**config.mk**
```make
export PLATFORM = sky130hd
export DESIGN_NAME = link_arbiter
export DESIGN_NICKNAME = d
export VERILOG_FILES = /design/src/rtl/link_arbiter.sv
export SDC_FILE = /design/constraint.sdc
export NUM_CORES = 1
export LEC_CHECK = 0
export CORE_ASPECT_RATIO = 0.5
export CORE_MARGIN = 4
export CORE_UTILIZATION = 40
export CTS_CLUSTER_DIAMETER = 100
export DETAILED_ROUTE_END_ITERATION = 10
export GPL_ROUTABILITY_DRIVEN = 0
export GPL_TIMING_DRIVEN = 0
export PLACE_DENSITY_LB_ADDON = 0.2
export SLEW_MARGIN = 0
export SYNTH_ARGS = -nofsm -noshare
export SYNTH_HDL_FRONTEND = slang
export SYNTH_SLANG_ARGS = --single-unit
```
**constraint.sdc**
```tcl
create_clock -name clk_sig -period 3.5 [get_ports clk_sig]
set_clock_uncertainty 0.1 [all_clocks]
set_input_delay 0.525 -clock clk_sig [delete_from_list [all_inputs] [get_ports clk_sig]]
set_output_delay 0.525 -clock clk_sig [all_outputs]
set_load 0.005 [all_outputs]
```
**src/rtl/link_arbiter.sv**
```systemverilog
// link_arbiter: round-robin arbiter sharing one 4-phase req/ack byte link
// among NUM_REQ requesters. A grant lasts up to BURST_LEN bytes, and an ack
// timeout aborts any byte the slave never answers.
module link_arbiter #(
  parameter int unsigned NUM_REQ   = 4,
  parameter int unsigned BURST_LEN = 4,
  parameter int unsigned TIMEOUT   = 15
) (
  input  logic                 clk_sig,
  input  logic                 rst_n,        // active-high asynchronous reset
  input  logic [NUM_REQ-1:0]   m_req,
  input  logic [8*NUM_REQ-1:0] m_data,
  output logic [NUM_REQ-1:0]   m_ack,
  output logic                 s_req,
  output logic [7:0]           s_data,
  input  logic                 s_ack,
  output logic [NUM_REQ-1:0]   grant,
  output logic                 busy,
  output logic                 timeout_err
);

  localparam int unsigned IDX_W = (NUM_REQ > 1) ? $clog2(NUM_REQ) : 1;
  localparam int unsigned BCW   = $clog2(BURST_LEN + 1);
  localparam int unsigned TOW   = 8;
  localparam logic [NUM_REQ-1:0] GRANT_LSB = NUM_REQ'(1);

  typedef enum logic [2:0] {
    IDLE     = 3'd0,
    GRANT    = 3'd1,
    WAIT_ACK = 3'd2,
    WAIT_LOW = 3'd3,
    RELEASE  = 3'd4
  } state_t;

  state_t           state;
  logic [IDX_W-1:0] owner;
  logic [IDX_W-1:0] rr_ptr;
  logic [BCW-1:0]   beat_cnt;
  logic [TOW-1:0]   to_cnt;

  logic [IDX_W-1:0] win_idx;
  logic             win_found;
  logic [IDX_W-1:0] cand;
  logic [IDX_W-1:0] rr_next;
  logic [7:0]       m_bytes [NUM_REQ];

  // Split the flat data bus into one byte per requester
  always_comb begin
    for (int i = 0; i < NUM_REQ; i++) begin
      m_bytes[i] = m_data[8*i +: 8];
    end
  end

  // First requesting port at or above rr_ptr, wrapping; scanned from the far
  // end so the nearest candidate is the last one written
  always_comb begin
    win_found = 1'b0;
    win_idx   = '0;
    cand      = '0;
    for (int k = NUM_REQ - 1; k >= 0; k--) begin
      cand = IDX_W'((int'(rr_ptr) + k) % int'(NUM_REQ));
      if (m_req[cand]) begin
        win_found = 1'b1;
        win_idx   = cand;
      end
    end
  end

  // Pointer rotates to the port just after the owner that is releasing
  always_comb begin
    rr_next = (owner == IDX_W'(NUM_REQ - 1)) ? '0 : owner + IDX_W'(1);
  end

  // Arbitration FSM with all link outputs registered
  always_ff @(posedge clk_sig or posedge rst_n) begin
    if (rst_n) begin
      state       <= IDLE;
      owner       <= '0;
      rr_ptr      <= '0;
      beat_cnt    <= '0;
      to_cnt      <= '0;
      grant       <= '0;
      m_ack       <= '0;
      s_req       <= 1'b0;
      s_data      <= 8'h00;
      busy        <= 1'b0;
      timeout_err <= 1'b0;
    end else begin
      timeout_err <= 1'b0;
      unique case (state)
        IDLE: begin
          if (win_found) begin
            grant <= GRANT_LSB << win_idx;
            owner <= win_idx;
            busy  <= 1'b1;
            state <= GRANT;
          end
        end
        GRANT: begin
          if (m_req[owner]) begin
            s_req  <= 1'b1;
            s_data <= m_bytes[owner];
            to_cnt <= '0;
            state  <= WAIT_ACK;
          end else begin
            // owner has nothing more to send: end the burst early
            state <= RELEASE;
          end
        end
        WAIT_ACK: begin
          // an ack arriving on the last allowed cycle still counts
          if (s_ack) begin
            s_req        <= 1'b0;
            m_ack[owner] <= 1'b1;
            state        <= WAIT_LOW;
          end else if (to_cnt == TOW'(TIMEOUT - 1)) begin
            s_req       <= 1'b0;
            timeout_err <= 1'b1;
            state       <= RELEASE;
          end else begin
            to_cnt <= to_cnt + TOW'(1);
          end
        end
        WAIT_LOW: begin
          if (!s_ack && !m_req[owner]) begin
            m_ack <= '0;
            if (beat_cnt == BCW'(BURST_LEN - 1)) begin
              state <= RELEASE;
            end else begin
              beat_cnt <= beat_cnt + BCW'(1);
              state    <= GRANT;
            end
          end
        end
        RELEASE: begin
          grant    <= '0;
          beat_cnt <= '0;
          rr_ptr   <= rr_next;
          busy     <= 1'b0;
          state    <= IDLE;
        end
        default: begin
          state <= IDLE;
        end
      endcase
    end
  end

endmodule
```
==> flow_metrics.tcl <==
set metrics [dict create \
    htree_levels 2 \
    cp_num_buf_inv 2 \
    synth_most_common_cell "dfrtp_1" \
    synth-xor-area-share 0.004302 \
    worstMarginPinSlew_ns 0.9150 \
    cts_setup_buffers 0 \
    synth_area_leader_cell "dfrtp_1" \
    worst_path_max_delay_cell "mux4_2" \
    synth-compound-area-share 0.1334 \
    coreArea_um2 4932 \
    synth-adder-area-share 0.04917 \
    drt_iter0_drc 56 \
    drt-wirelength-per-cell_um 14.34 \
    wirelength_mm 4.588 \
    fmaxAchievable_mhz 423.2 \
    p_sw_w 0.0006709 \
    grt_usage 0.1544 \
    rows 18 \
    synthSimpleGateAreaFrac 0.1537 \
    end_kind "flip-flop" \
    ys_warn_count 0 \
    synth_edf_count 0 \
    synth_commonest_cells "dfrtp_1 (37), nand2_1 (16), nor2_1 (12), inv_1 (11), a21oi_1 (10)" \
    multiInputGateArea_um2 1027 \
    die_x_um 108.9 \
    synthCells 186 \
    peakVddDrop_v 0.0002523 \
    start_util 0.4127 \
    vias 1689 \
    grt_pass1_vias 1690 \
    worstPathMaxFanout 10 \
    dp_hpwl_mm 3.450 \
    period_minus_slack_ns 2.363 \
    clkPwrFrac 0.171 \
    ys_ff_latch 37 \
    hold_path.class "reg2reg" \
    syn_nets 233 \
    avgSynthCellArea_um2 10.94 \
    setup_viol 0 \
    antenna_left 0 \
    first_pass_iters 4 \
    drc 0 \
    max_stage_delay_ns 0.59 \
    cts_tree "done" \
    finalSetupTns_ns 0 \
    cp_top_family "multiplexers" \
    die_y_um 58.45 \
    ys_types 42 \
    drv_slew 0 \
    p_int_w 0.001285 \
    synth_top_cell_area_share 0.4548 \
    outcome "complete, no violations" \
    nFillCells 427 \
    drive_gt1_frac 0.1400 \
    grt_first_pass_wirelength_mm 7.707 \
    synthFlopType "dfrtp_1" \
    ioPinCount 58 \
    seq_power_share 0.360 \
    yosysSeqAreaShare 0.4548 \
    cap_violations 0 \
    areaGrowthSynthToFinish_pct 36.82 \
    synth_mux_area_frac 0.1641 \
    min_period_over_period 0.6751 \
    netlist_top_cells_area "dfrtp_1 (45%), mux4_2 (10%), mux2_2 (5.0%), ha_1 (4.9%), nand2_1 (3.0%)" \
    p_per_area_nw_per_um2 702.3 \
    cts_buffer_depth 2 \
    cp.arrival_ns 2.44 \
    numCtsBuffers 5 \
    cp.required_ns 3.57 \
    port_buffers 56 \
    antenna_found_initial 0 \
    cts_hold_buf 0 \
    synth_top_family_by_area "multiplexers" \
    grt_max_degree 38 \
    netlist_area_um2 2036 \
    clkTransAtPathRegs_ns 0.08 \
    hold_viol 0 \
    regArea_um2 925.9 \
    grt_overflow 0 \
    die_area_um2 6364 \
    crit_type "in2reg" \
    path_cells "clkdlybuf4s50_1, mux4_2, nand2_1, buf_2, mux2_2" \
    async_reset_ff_frac 1.000 \
    power_leakage_nw 1.153 \
    diodes 0 \
    power_frac_comb 0.469 \
    utilization 0.5647 \
    cts_sinks 37 \
    slew_headroom 0.3844 \
    via_per_inst 5.278 \
    cts_root_buf "clkbuf_8" \
    cts_resized 0 \
    clk-insertion-delay-late_ns 0.29 \
    final_nets 296 \
    switching_share 0.3430 \
    start_kind "input pin" \
    rsz0062_at_grt "no" \
]
## final cells by class
type / count / area share
clock inverter: 1 / 0.001797
timing repair buffer: 56 / 0.2013
tap: 70 / 0.03145
multi-input combinational: 130 / 0.3688
inverter: 11 / 0.01482
clock buffer: 7 / 0.03459
sequential: 37 / 0.3324
buffer: 8 / 0.01482
## power groups by stage
stage / sequential (W) / combinational [W] / clock, W
floorplan: 0.000699 / 0.000551 / 0
global placement: 0.000704 / 0.000908 / 0
detailed placement: 0.000712 / 0.000927 / 0
CTS: 0.000705 / 0.000932 / 0.000340
global route: 0.000729 / 0.00101 / 0.000356
finish: 0.000705 / 0.000917 / 0.000334
## sequential cells by signal, summed over array words and instances, names as in the netlist
signal and flops:
beat_cnt 3, busy 1, grant 4, m_ack 4, owner 2, rr_ptr 2, s_data 8, s_req 1
state 3, timeout_err 1, to_cnt 8
## stage by stage
step	instance area, µm²	setup slack [ns]	hold WS, ns	instances	total power (W)
2_1_floorplan	2036	1.385	0.3373	186	0.001249
3_3_place_gp	2684	0.8688	0.3609	312	0.001611
3_5_place_dp	2684	0.8194	0.3674	312	0.001639
4_1_cts	2785	1.137	0.3817	320	0.001977
5_1_grt	2785	1.021	0.3998	320	0.002096
6_report	2785	1.137	0.3763	320	0.001956
## path summary, 6_finish.rpt
kind                           start         to  slack [ns]  cells after the start
max                         m_req[3]  s_data[4]        1.14                      5
min                        to_cnt[7]  to_cnt[7]        0.38                      1
max reg2reg                 owner[0]  s_data[4]        1.33                      4
min reg2reg                to_cnt[7]  to_cnt[7]        0.38                      1
max in group asynchronous      rst_n  s_data[4]        2.24                      2
min in group asynchronous      rst_n  to_cnt[7]        0.57                      2
## placed cells by master, fill, tap and decap left out, types with 3 or more instances in the layout
cell,Yosys,routed
mux2i_1,3,3
nand2_1,16,16
clkbuf_1,4,4
nor3_1,5,5
buf_2,3,3
dfrtp_1,37,37
clkbuf_8,0,7
mux4_2,9,9
a31oi_1,3,3
ha_1,8,8
nor3b_1,3,3
inv_1,11,10
nand3_1,8,8
o21ai_0,9,9
mux2_2,9,9
clkdlybuf4s50_1,0,56
nor4_1,3,3
a21oi_1,10,10
o31ai_1,3,3
nor2_1,12,12
## per-layer routing
layer	part of all wire	wire (µm)	vias up	GRT usage
li1	-	-	811	-
met1	0.43	1987	826	0.1897
met2	0.50	2276	42	0.2653
met3	0.054	249	10	0.04929
met4	0.016	74	0	0.04317
met5	0	0	-	0
## cell families (layout without fill, tap and decap cells)
logic type,after synthesis,count (layout)
adder cells (fa/ha/maj),8,8
multiplexers,21,21
XOR/XNOR,1,1
AO/OA/AOI/OAI,40,40
AND/OR/NAND/NOR,60,60
buffers and inverters,19,83
flip-flops,37,37
(Power assumes the default switching activity.)
